$ cat src/rtl/simplez_ctrl.sv
// ============================================================================
// Module   : simplez_ctrl
// Function : Simplez microcontroller control unit. Sequences fetch, decode and
//            operand phases. Also handles memory ready stretching and timeout,
//            and counts retired instructions.
// Revision : 1.0  initial release
// ============================================================================
`default_nettype none

module simplez_ctrl #(
  parameter int MEM_TIMEOUT = 15
) (
  input  logic        clk,
  input  logic        rstn,
  input  logic [2:0]  co,
  input  logic        z,
  input  logic        mem_rdy,
  output logic        lec,
  output logic        esc,
  output logic        era,
  output logic        incp,
  output logic        ecp,
  output logic        ccp,
  output logic        scp,
  output logic        sri,
  output logic        eri,
  output logic        eac,
  output logic        sac,
  output logic [1:0]  alu_op,
  output logic        stop,
  output logic        err,
  output logic [2:0]  state_o,
  output logic [15:0] icount
);

  typedef enum logic [2:0] {
    S_R0     = 3'd0,
    S_R1     = 3'd1,
    S_I0     = 3'd2,
    S_I1     = 3'd3,
    S_O0     = 3'd4,
    S_O1     = 3'd5,
    S_HLT    = 3'd6,
    S_UNUSED = 3'd7
  } state_t;

  localparam logic [2:0] c_OP_ST   = 3'd0;
  localparam logic [2:0] c_OP_LD   = 3'd1;
  localparam logic [2:0] c_OP_ADD  = 3'd2;
  localparam logic [2:0] c_OP_BR   = 3'd3;
  localparam logic [2:0] c_OP_BZ   = 3'd4;
  localparam logic [2:0] c_OP_CLR  = 3'd5;
  localparam logic [2:0] c_OP_DEC  = 3'd6;
  localparam logic [2:0] c_OP_HALT = 3'd7;

  localparam logic [1:0] c_ALU_PASS = 2'd0;
  localparam logic [1:0] c_ALU_ADD  = 2'd1;
  localparam logic [1:0] c_ALU_DEC  = 2'd2;
  localparam logic [1:0] c_ALU_ZERO = 2'd3;

  localparam logic [7:0] c_TO_LAST = 8'((MEM_TIMEOUT == 0) ? 0 : MEM_TIMEOUT - 1);

  state_t      r_state;
  state_t      w_state_next;
  logic [15:0] r_icount;
  logic        r_err;
  logic [7:0]  r_wait_cnt;

  logic        w_lec, w_esc, w_era, w_incp, w_ecp, w_ccp;
  logic        w_scp, w_sri, w_eri, w_eac, w_sac, w_stop;
  logic [1:0]  w_alu_op;
  logic        w_retire;
  logic        w_waiting;
  logic        w_to_hit;
  logic        w_timeout;

  // Last permitted not-ready cycle of the current access.
  assign w_timeout = (MEM_TIMEOUT != 0) && (r_wait_cnt == c_TO_LAST);

  always_ff @(negedge clk) begin
    if (!rstn) begin
      r_state    <= S_R0;
      r_icount   <= 16'd0;
      r_err      <= 1'b0;
      r_wait_cnt <= 8'd0;
    end else begin
      r_state <= w_state_next;
      if (w_retire)
        r_icount <= r_icount + 16'd1;
      if (w_to_hit)
        r_err <= 1'b1;
      // Any non-stall cycle precedes every entry to I0/O0, so clearing here
      // restarts the count for each access.
      if (w_waiting) begin
        if (r_wait_cnt != 8'hFF)
          r_wait_cnt <= r_wait_cnt + 8'd1;
      end else begin
        r_wait_cnt <= 8'd0;
      end
    end
  end

  always_comb begin
    w_state_next = r_state;
    w_lec     = 1'b0;
    w_esc     = 1'b0;
    w_era     = 1'b0;
    w_incp    = 1'b0;
    w_ecp     = 1'b0;
    w_ccp     = 1'b0;
    w_scp     = 1'b0;
    w_sri     = 1'b0;
    w_eri     = 1'b0;
    w_eac     = 1'b0;
    w_sac     = 1'b0;
    w_stop    = 1'b0;
    w_alu_op  = c_ALU_PASS;
    w_retire  = 1'b0;
    w_waiting = 1'b0;
    w_to_hit  = 1'b0;

    case (r_state)
      S_R0: begin
        w_ccp        = 1'b1;
        w_state_next = S_R1;
      end

      S_R1: begin
        w_scp        = 1'b1;
        w_era        = 1'b1;
        w_state_next = S_I0;
      end

      S_I0: begin
        w_lec = 1'b1;
        if (mem_rdy) begin
          w_eri        = 1'b1;
          w_incp       = 1'b1;
          w_state_next = S_I1;
        end else if (w_timeout) begin
          w_to_hit     = 1'b1;
          w_state_next = S_HLT;
        end else begin
          w_waiting = 1'b1;
        end
      end

      S_I1: begin
        case (co)
          c_OP_ST, c_OP_LD, c_OP_ADD: begin
            w_sri        = 1'b1;
            w_era        = 1'b1;
            w_state_next = S_O0;
          end
          c_OP_BR, c_OP_BZ: begin
            w_retire     = 1'b1;
            w_era        = 1'b1;
            w_state_next = S_I0;
            if (co == c_OP_BR || z) begin
              w_sri = 1'b1;
              w_ecp = 1'b1;
            end else begin
              w_scp = 1'b1;
            end
          end
          c_OP_CLR, c_OP_DEC: begin
            w_retire     = 1'b1;
            w_eac        = 1'b1;
            w_alu_op     = (co == c_OP_CLR) ? c_ALU_ZERO : c_ALU_DEC;
            w_scp        = 1'b1;
            w_era        = 1'b1;
            w_state_next = S_I0;
          end
          default: begin
            w_retire     = 1'b1;
            w_state_next = S_HLT;
          end
        endcase
      end

      S_O0: begin
        if (co == c_OP_ST) begin
          w_sac = 1'b1;
          w_esc = 1'b1;
        end else begin
          w_lec = 1'b1;
        end
        if (mem_rdy) begin
          w_retire     = 1'b1;
          w_state_next = S_O1;
          if (co != c_OP_ST) begin
            w_eac    = 1'b1;
            w_alu_op = (co == c_OP_ADD) ? c_ALU_ADD : c_ALU_PASS;
          end
        end else if (w_timeout) begin
          w_to_hit     = 1'b1;
          w_state_next = S_HLT;
        end else begin
          w_waiting = 1'b1;
        end
      end

      S_O1: begin
        w_scp        = 1'b1;
        w_era        = 1'b1;
        w_state_next = S_I0;
      end

      S_HLT: begin
        w_stop = 1'b1;
      end

      default: begin
        w_state_next = S_R0;
      end
    endcase
  end

  // Outputs are gated by rstn so a reset abandons any access immediately.
  assign lec     = rstn & w_lec;
  assign esc     = rstn & w_esc;
  assign era     = rstn & w_era;
  assign incp    = rstn & w_incp;
  assign ecp     = rstn & w_ecp;
  assign ccp     = rstn & w_ccp;
  assign scp     = rstn & w_scp;
  assign sri     = rstn & w_sri;
  assign eri     = rstn & w_eri;
  assign eac     = rstn & w_eac;
  assign sac     = rstn & w_sac;
  assign stop    = rstn & w_stop;
  assign alu_op  = rstn ? w_alu_op : 2'd0;
  assign err     = rstn & r_err;
  assign state_o = rstn ? r_state : S_R0;
  assign icount  = rstn ? r_icount : 16'd0;

endmodule

`default_nettype wire

$ cat config.mk
export PLATFORM = sky130hd
export DESIGN_NAME = simplez_ctrl
export DESIGN_NICKNAME = d
export VERILOG_FILES = /design/src/rtl/simplez_ctrl.sv
export SDC_FILE = /design/constraint.sdc
export NUM_CORES = 1
export LEC_CHECK = 0
export BUFFER_PORTS_ARGS = -buffer_cell sky130_fd_sc_hd__buf_2
export CAP_MARGIN = 20
export CORE_AREA = 2 2 98 81
export CTS_BUF_LIST = sky130_fd_sc_hd__clkbuf_2 sky130_fd_sc_hd__clkbuf_4 sky130_fd_sc_hd__clkbuf_8
export DETAILED_ROUTE_END_ITERATION = 12
export DIE_AREA = 0 0 100 83
export MAX_ROUTING_LAYER = met4
export PLACE_DENSITY = 0.51
export SETUP_SLACK_MARGIN = 0.5
export SYNTH_ARGS = -nofsm -noshare
export SYNTH_HDL_FRONTEND = slang
export SYNTH_SLANG_ARGS = --single-unit
$ cat constraint.sdc
create_clock -name clk -period 2.7 [get_ports clk]
set_input_delay 0.135 -clock clk [delete_from_list [all_inputs] [get_ports clk]]
set_output_delay 0.135 -clock clk [all_outputs]
set_load 0.02 [all_outputs]
==> results of run 1 <==
power breakdown:
part | switching (mW) | internal, mW | leakage (nW)
sequential | 0.00805 | 0.419 | 0.237
combinational | 0.124 | 0.134 | 1.13
clock | 0.268 | 0.160 | 0.175
total | 0.400 | 0.713 | 1.54
cells in the mapped netlist (2+ instances only):
library cell and number:
dfxtp_1 28, nor2_1 26, and2_1 20, a21oi_1 17, nand2_1 14, nand3_1 10, inv_1 9, nor3_1 8
o21ai_0 8, or3_1 7, and3_1 6, clkbuf_1 6, o31ai_1 6, nor2b_1 5, or4_1 5, buf_4 4
mux2_2 4, nand4_1 4, ha_1 3, nand2b_1 3, nor4_1 3, xor2_1 3, a31oi_1 2, buf_2 2
o211ai_1 2, o22ai_1 2, xnor2_1 2
state kept, by name, summed over array words and instances (netlist names):
register	cells
r_err	1
r_icount	16
r_state	3
r_wait_cnt	8
kinds of logic (layout without fill, tap and decap cells):
group | count (synthesis) | count (layout) | synth area share (%)
and+or+nand+nor | 121 | 121 | 38.2
AOI/OAI and AO/OA | 43 | 45 | 15.1
DFF | 28 | 28 | 31.2
buffers and inverters | 25 | 144 | 6.81
muxes | 6 | 6 | 3.69
xor gates and xnor gates | 5 | 5 | 2.43
adders and majority gates | 4 | 4 | 2.64
how the worst min path moves through the flow:
stage          slack [ns]  cells past startpoint          start       endpoint
2_1_floorplan        0.46                      2              z            sri
3_3_place_gp         0.49                      2  r_wait_cnt[1]  r_wait_cnt[1]
3_5_place_dp         0.50                      2   r_icount[14]   r_icount[14]
4_1_cts              0.51                      2  r_wait_cnt[1]  r_wait_cnt[1]
5_1_grt              0.52                      2  r_wait_cnt[1]  r_wait_cnt[1]
6_report             0.51                      2  r_wait_cnt[1]  r_wait_cnt[1]
worst min-delay path: stages, from the launching register on:
cell and delay (ns):
dfxtp_1 0.33, nand2_1 0.07, a21oi_1 0.05
layout make-up:
type,count,share of cell area [%]
multi-input combinational,181,45.5
timing repair buffer,103,28.1
sequential,28,17.4
tap,90,3.30
clock inverter,29,3.27
clock buffer,3,1.21
inverter,9,1.17
layer usage:
metal	track usage (%)	vias up
li1	-	1068
met1	18.4	1000
met2	22.1	43
met3	4.21	8
met4	6.60	0
met5	-	-
through the flow:
stage / cells / setup TNS (ns) / power [mW] / instance area (um2)
2_1_floorplan: 232 / 0 / 0.632 / 2090
3_3_place_gp: 370 / -0.997 / 0.671 / 2440
3_5_place_dp: 370 / -1.29 / 0.671 / 2440
4_1_cts: 430 / -2.94 / 1.11 / 3210
5_1_grt: 443 / -4.29 / 1.20 / 3410
6_report: 443 / -3.35 / 1.11 / 3410
timing repair:
| action | 4_1_cts | 5_1_grt |
|---|---|---|
| cloned | 2 | 0 |
| setup buffers | 27 | 13 |
| gates resized for setup | 135 | 27 |
| pin swaps | 8 | 15 |
| endpoints found under the hold margin | 0 | 0 |
| endpoints found under the setup margin | 59 | 52 |
==> flow_summary.yaml, run 1 <==
routing:
  viasPerCell: 4.78
  wl_met3_um: 226
  drt-pass1-iter-count: 4
  drtIter0Drc: 100
  wl_met2_um: 2990
  top_layer_used: "met4"
  vias: 2119
  drt_wl_total_um: 6090
  post_drt_wl_per_cell_um: 13.7
  ant_nets: 0
  drc_errors: 0
  drt-met1-wl_um: 2760
yosys:
  yosysWarnings: 0
  synth_edf_count: 0
  syn_avg_cell_area_um2: 7.76
  synthArstFlopShare_pct: 0
  syn_area_mm2: 0.00180
  synth_top_area_share_pct: 31.2
  ys_seq_area_share_pct: 31.2
  syn_inst: 232
  yosysTopAreaCell: "dfxtp_1"
  yosys_most_used_dff: "dfxtp_1"
  synth_cell_types: 50
  syn-num-nets: 242
  ys_ff_latch: 28
  yosys-top-cells-area: "dfxtp_1 31%, and2_1 7.0%, nor2_1 5.4%, a21oi_1 4.7%, nand2_1 2.9%"
placed_design:
  io_buffers: 40
  dp_hpwl_um: 3510
  dp_slack_ns: -0.142
  globalplace.congestion: 0.737
clock_tree:
  cts_hold_buf: 0
  cts_tree: "yes"
  insertion_delay_ns: 0.37
  cts.clk_slew.worst_paths_ns: 0.05
  cts_buffers: 3
  htree_num_levels: 1
  clock_path_buffers: 2
  ctsRootBufferMaster: "clkbuf_8"
  clock_sinks: 28
floorplan:
  floorplan.initialDensity_pct: 24.7
  die_w_um: 100
  num_io_pins: 41
  rows: 28
  die-area_mm2: 0.00830
  coreArea_mm2: 0.00729
  die_h_um: 83
cells_and_area:
  final_util_pct: 46.8
  areaGrowthSynthToFinish_pct: 89.4
  final_common_cell: "buf_6"
  seq_area_um2: 594
  fillers: 675
  final_cell_mix: "50 x buf_6, 48 x buf_4, 32 x inv_1, 22 x nor2_1, 18 x and2_4"
  multiInputGateArea_mm2: 0.00155
  drive_above_1_share_pct: 58.4
  antenna_cells: 0
  finalNetCount: 364
min_path:
  hp-class: "register to register"
setup_path:
  cpPeakStageDelay_ns: 0.36
  worstPathCellList: "and2b_1, nor2b_4, o21ai_4, nor3_2, buf_4"
  slowest_stage: "dfxtp_4"
  path_class: "register to output pin"
  reg2reg_to: "r_icount[15]"
  crit_start: "r_state[1]"
  crit_end: "eac"
  timing.critical_path.buf_inv: 1
  path_delay_family: "simple AND/OR/NAND/NOR gates"
  cp_max_fo: 5
  critPathRequiredTime_ns: 2.57
  critPathArrivalTime_ns: 2.91
  r2r_start: "r_icount[2]"
  reg2regPathDepth: 4
  end_kind: "output pin"
  reg2reg_slack_ns: 0.90
  start_kind: "register"
  crit_cells: 5
sta:
  hold_slack_ns: 0.505
  slew_violations: 0
  hold_violations: 0
  max-slew-margin-rel_pct: 57.9
  setup_ws_ns: -0.341
  setup_viol: 16
  rsz0062_at_grt: "yes"
  worst_slew_pin_slew_ns: 0.630
  finClkSkew_ns: 0.0351
grt:
  antenna_found_initial: 0
  grt_first_pass_wirelength_um: 9900
  overflow: 0
  grt_max_degree: 19
  grt_pass1_vias: 2108
  grt_util_all_layers_pct: 14.8
run:
  drv_cap: 0
power:
  p_per_area_mw_per_mm2: 327
  p_leak_nw: 1.54
  ir_drop_mv: 0.228
outcome:
  violations: "setup timing"
  status: "finished, violations left"
(Power assumes the default switching activity.)
==> inputs of run 2 (changes only) <==
--- a/config.mk
+++ b/config.mk
@@ -11,6 +11,7 @@
 export CTS_BUF_LIST = sky130_fd_sc_hd__clkbuf_2 sky130_fd_sc_hd__clkbuf_4 sky130_fd_sc_hd__clkbuf_8
 export DETAILED_ROUTE_END_ITERATION = 12
 export DIE_AREA = 0 0 100 83
+export GPL_TIMING_DRIVEN = 0
 export MAX_ROUTING_LAYER = met4
 export PLACE_DENSITY = 0.51
 export SETUP_SLACK_MARGIN = 0.5
==> run 2 against run 1 <==
  * The flow still finishes with violations (setup timing)
  * Global-route usage is 0.23 points lower
  * Cell count is 2.0% lower
  * Worst hold slack worse by 0.0057 ns
==> flow_summary.yaml, run 2 (synthesis results as in run 1) <==
outcome:
  status: "finished, violations left"
  violations: "setup timing"
grt:
  grt_first_pass_wirelength_um: 9630
  overflow: 0
  grt_max_degree: 15
  grt_util_all_layers_pct: 14.5
  antenna_found_initial: 0
  grt_pass1_vias: 2062
clock_tree:
  cts.clk_slew.worst_paths_ns: 0.04
  cts_tree: "yes"
  cts_buffers: 3
  insertion_delay_ns: 0.36
  clock_path_buffers: 2
  ctsRootBufferMaster: "clkbuf_8"
  htree_num_levels: 1
  clock_sinks: 28
cells_and_area:
  multiInputGateArea_mm2: 0.00156
  fillers: 683
  reg_top3: "r_icount (16), r_wait_cnt (8), r_state (3)"
  finalNetCount: 356
  top_register: "r_icount"
  antenna_cells: 0
  final_cell_mix: "39 x buf_4, 38 x buf_6, 35 x inv_1, 22 x nor2_1"
  seq_area_um2: 591
  final_common_cell: "buf_4"
  largest_register_ffs: 16
  drive_above_1_share_pct: 58.4
  areaGrowthSynthToFinish_pct: 93.0
setup_path:
  worstPathCellList: "buf_6, and2b_2, buf_4, buf_6, a21oi_4, nor2_4, buf_6"
  timing.critical_path.buf_inv: 4
  path_delay_family: "buffers and inverters"
  path_class: "register to output pin"
  slowest_stage: "dfxtp_2"
  critPathRequiredTime_ns: 2.57
  crit_top_cell: "buf_6"
  cpPeakStageDelay_ns: 0.31
  end_kind: "output pin"
  cp_max_fo: 6
  critPathArrivalTime_ns: 2.87
  start_kind: "register"
floorplan:
  rows: 28
  die_w_um: 100
  die-area_mm2: 0.00830
  coreArea_mm2: 0.00729
  num_io_pins: 41
  die_h_um: 83
  floorplan.initialDensity_pct: 24.7
routing:
  post_drt_wl_per_cell_um: 13.7
  drc_errors: 0
  ant_nets: 0
  drt_wl_total_um: 5960
  drt-pass1-iter-count: 4
  viasPerCell: 4.84
  drtIter0Drc: 78
  vias: 2101
sta:
  setup_viol: 16
  setup_ws_ns: -0.307
  finClkSkew_ns: 0.0226
  rsz0062_at_grt: "yes"
  hold_slack_ns: 0.499
  hold_violations: 0
  slew_violations: 0
  max-slew-margin-rel_pct: 50.7
  worst_slew_pin_slew_ns: 0.737
power:
  p_per_area_mw_per_mm2: 315
  p_leak_nw: 1.56
  ir_drop_mv: 0.237
placed_design:
  dp_hpwl_um: 3530
  globalplace.congestion: 0.739
  io_buffers: 38
  dp_slack_ns: -0.345
run:
  drv_cap: 0
min_path:
  hp-class: "register to register"
## run 2: cell count changes in the layout (fill, tap and decap cells not counted), sizes merged
cell and change:
buf -11, clkbuf +5, clkinv -1, o21ba -2
## run 2: metal layers
layer  vias up  part of all wire, %  global-route usage, %
li1       1048                    -                      -
met1       993                   45                   18.4
met2        52                   49                   22.4
met3         8                  4.4                   4.04
met4         0                  1.5                   4.61
met5         -                    0                      -
## run 2: worst reg2reg max path, stage by stage, from the launching register on
cell	delay, ns
dfxtp_2	0.31
buf_6	0.08
buf_4	0.15
nand3_1	0.52
or4_4	0.70
a21oi_2	0.14
## run 2: area by class of cell
type	count	share of cell area, %
Clock inverter	28	3.03
Sequential cell	28	17.0
Multi-Input combinational cell	179	45.0
Inverter	9	1.05
Buffer	15	5.19
Tap cell	90	3.24
Clock buffer	3	1.19
Timing Repair Buffer	82	24.3
## run 2: power breakdown
group          internal (mW)  total (mW)  switching, mW
Combinational          0.142       0.267          0.125
Sequential             0.421       0.427        0.00671
Clock                  0.154       0.399          0.245
Total                  0.717        1.09          0.377
## run 2: metrics by stage
stage	power, mW	instances	instance area, um2	setup TNS [ns]	utilization [%]
global placement	0.667	360	2400	-2.71	32.9
floorplan	0.632	232	2090	0	-
detailed placement	0.668	360	2400	-2.94	32.9
CTS	1.10	424	3290	-2.89	45.1
global route	1.18	434	3470	-4.74	47.6
finish	1.09	434	3470	-3.38	47.6
## run 2: what timing repair did
| item | 4_1_cts | 5_1_grt |
|---|---|---|
| resized for setup | 140 | 31 |
| pin swaps | 16 | 13 |
| buffers inserted | 31 | 10 |
| gates cloned | 3 | 0 |
| hold buffers | 0 | 0 |
| endpoints found under the setup margin | 62 | 55 |
## run 2: path summary, 6_finish.rpt
kind                  from            end  slack, ns  depth (start not counted)
max             r_state[2]            lec      -0.31                          7
min          r_wait_cnt[1]  r_wait_cnt[1]       0.50                          2
max reg2reg    r_icount[2]   r_icount[13]       0.72                          5
min reg2reg  r_wait_cnt[1]  r_wait_cnt[1]       0.50                          2
==> inputs of run 3 (changes only) <==
--- a/config.mk
+++ b/config.mk
@@ -13,7 +13,7 @@
 export DIE_AREA = 0 0 100 83
 export GPL_TIMING_DRIVEN = 0
 export MAX_ROUTING_LAYER = met4
-export PLACE_DENSITY = 0.51
+export PLACE_DENSITY = 0.55
 export SETUP_SLACK_MARGIN = 0.5
 export SYNTH_ARGS = -nofsm -noshare
 export SYNTH_HDL_FRONTEND = slang
==> run 3 against run 2 <==
  * Clock skew shrank 0.0035 ns
  * The flow still finishes with violations (setup timing)
  * Sequential power about the same
  * First-iteration DRC count is 14% higher
  * Total power decreased by 0.15%
  * Cell count rose by 1.2%
  * Global-route usage shrank 0.31 points
  * Wire length is 5.3% higher
  * Worst setup slack worse by 0.011 ns
==> flow_summary.yaml, run 3 (synthesis results as in run 1) <==
outcome:
  status: "finished, violations left"
  violations: "setup timing"
cells_and_area:
  drive_above_1_share_pct: 57.3
  areaGrowthSynthToFinish_pct: 94.6
  top_register: "r_icount"
  antenna_cells: 0
  finalNetCount: 360
  finalInstanceArea_mm2: 0.00350
  reg_top3: "r_icount (16), r_wait_cnt (8), r_state (3)"
  final_common_cell: "buf_6"
  final_cell_mix: "42 x buf_6, 40 x buf_4, 34 x inv_1, 21 x nor2_1"
  largest_register_ffs: 16
  fillers: 679
setup_path:
  crit_end: "era"
  critPathArrivalTime_ns: 2.88
  path_class: "register to output pin"
  slowest_stage: "dfxtp_2"
  cpPeakStageDelay_ns: 0.31
  crit_start: "r_state[2]"
  cp_max_fo: 6
  reg2reg_slack_ns: 0.62
  end_kind: "output pin"
  reg2reg_to: "r_icount[13]"
  reg2regPathDepth: 6
  critPathRequiredTime_ns: 2.57
  start_kind: "register"
  crit_top_cell: "buf_6"
  worstPathCellList: "buf_6, nor2b_4, and2_4, buf_12, nand2_8, o22ai_4, buf_6"
  r2r_start: "r_icount[2]"
sta:
  setup_ws_ns: -0.318
  rsz0062_at_grt: "yes"
  setup_viol: 16
  hold_slack_ns: 0.506
  hold_violations: 0
  finClkSkew_ns: 0.0191
  worst_slew_pin_slew_ns: 0.754
  slew_violations: 0
  max-slew-margin-rel_pct: 49.6
clock_tree:
  cts.clk_slew.worst_paths_ns: 0.04
  cts_buffers: 3
  htree_num_levels: 1
  ctsRootBufferMaster: "clkbuf_8"
  cts_hold_buf: 0
  cts_tree: "yes"
  clock_sinks: 28
  clock_path_buffers: 2
  insertion_delay_ns: 0.36
routing:
  drt_wl_total_um: 6270
  drtIter0Drc: 89
  vias: 2173
  viasPerCell: 4.95
  post_drt_wl_per_cell_um: 14.3
  drt-pass1-iter-count: 4
  drc_errors: 0
  ant_nets: 0
min_path:
  worstHoldPathCells: 2
  min_from: "r_wait_cnt[1]"
  hp-class: "register to register"
floorplan:
  rows: 28
  die-area_mm2: 0.00830
  die_h_um: 83
  floorplan.initialDensity_pct: 24.7
  die_w_um: 100
  coreArea_mm2: 0.00729
  num_io_pins: 41
power:
  p_leak_nw: 1.56
  p_per_area_mw_per_mm2: 312
  ir_drop_mv: 0.214
placed_design:
  dp_hpwl_um: 3530
  dp_slack_ns: -0.273
  dpl_cell_area_mm2: 0.00240
  globalplace.congestion: 0.797
  io_buffers: 38
grt:
  grt_pass1_vias: 2115
  antenna_found_initial: 0
  overflow: 0
  grt_first_pass_wirelength_um: 9560
  grt_util_all_layers_pct: 14.2
  grt_max_degree: 16
run:
  drv_cap: 0
==> run 3: cell types whose count changed in the layout (fill, tap and decap cells not counted), sizes merged <==
cell / before / now
buf: 92 / 95
clkinv: 1 / 0
clkinvlp: 0 / 2
clkbuf: 8 / 9
==> run 3: report_power, final <==
| part | internal (mW) | switching (mW) |
|---|---|---|
| Clock | 0.157 | 0.247 |
| Sequential | 0.420 | 0.00521 |
| Combinational | 0.135 | 0.128 |
==> run 3: worst max-delay path: cells and delay by family (launching register included) <==
| kind | cells | cell delay [ns] |
|---|---|---|
| and+or+nand+nor | 3 | 0.38 |
| AOI/OAI and AO/OA | 1 | 0.11 |
| buffers and inverters | 3 | 0.39 |
| DFF | 1 | 0.31 |
==> run 3: how the worst min path moves through the flow <==
stage / to / slack [ns]
after floorplan: sri / 0.46
after global placement: r_icount[14] / 0.49
after detailed placement: r_icount[14] / 0.50
after CTS: r_icount[4] / 0.50
after global routing: r_wait_cnt[1] / 0.53
final: r_wait_cnt[1] / 0.51
==> run 3: layer usage <==
| layer | GRT usage, % | share of wire (%) | vias up |
|---|---|---|---|
| li1 | - | - | 1073 |
| met1 | 17.4 | 43 | 1049 |
| met2 | 22.7 | 52 | 49 |
| met3 | 3.62 | 4.6 | 2 |
| met4 | 4.86 | 0.48 | 0 |
| met5 | - | 0 | - |
==> run 3: repair_timing <==
action                     4_1_cts  5_1_grt
pin swaps                       22       14
gates cloned                     2        0
setup buffers                   33       13
resized for setup              146       22
setup endpoints to repair       62       57
==> run 3: layout make-up <==
type                    instances  area (um2)  area share, %
clock inverters                29         110           3.14
repair buffers                 86         872           24.9
plain buffers                  15         174           4.97
multi-input cells             179        1560           44.5
flip-flops and latches         28         592           16.9
well taps                      90         113           3.22
inverters                       9        42.5           1.21
clock buffers                   3        41.3           1.18
==> run 3: through the flow <==
stage          std cells  total power, mW  TNS, ns  utilization (%)
2_1_floorplan        232            0.632        0                -
3_3_place_gp         360            0.667    -2.89             32.9
3_5_place_dp         360            0.667    -3.10             32.9
4_1_cts              426             1.09    -2.95             45.4
5_1_grt              439             1.16    -4.41             48.1
6_report             439             1.09    -3.31             48.1
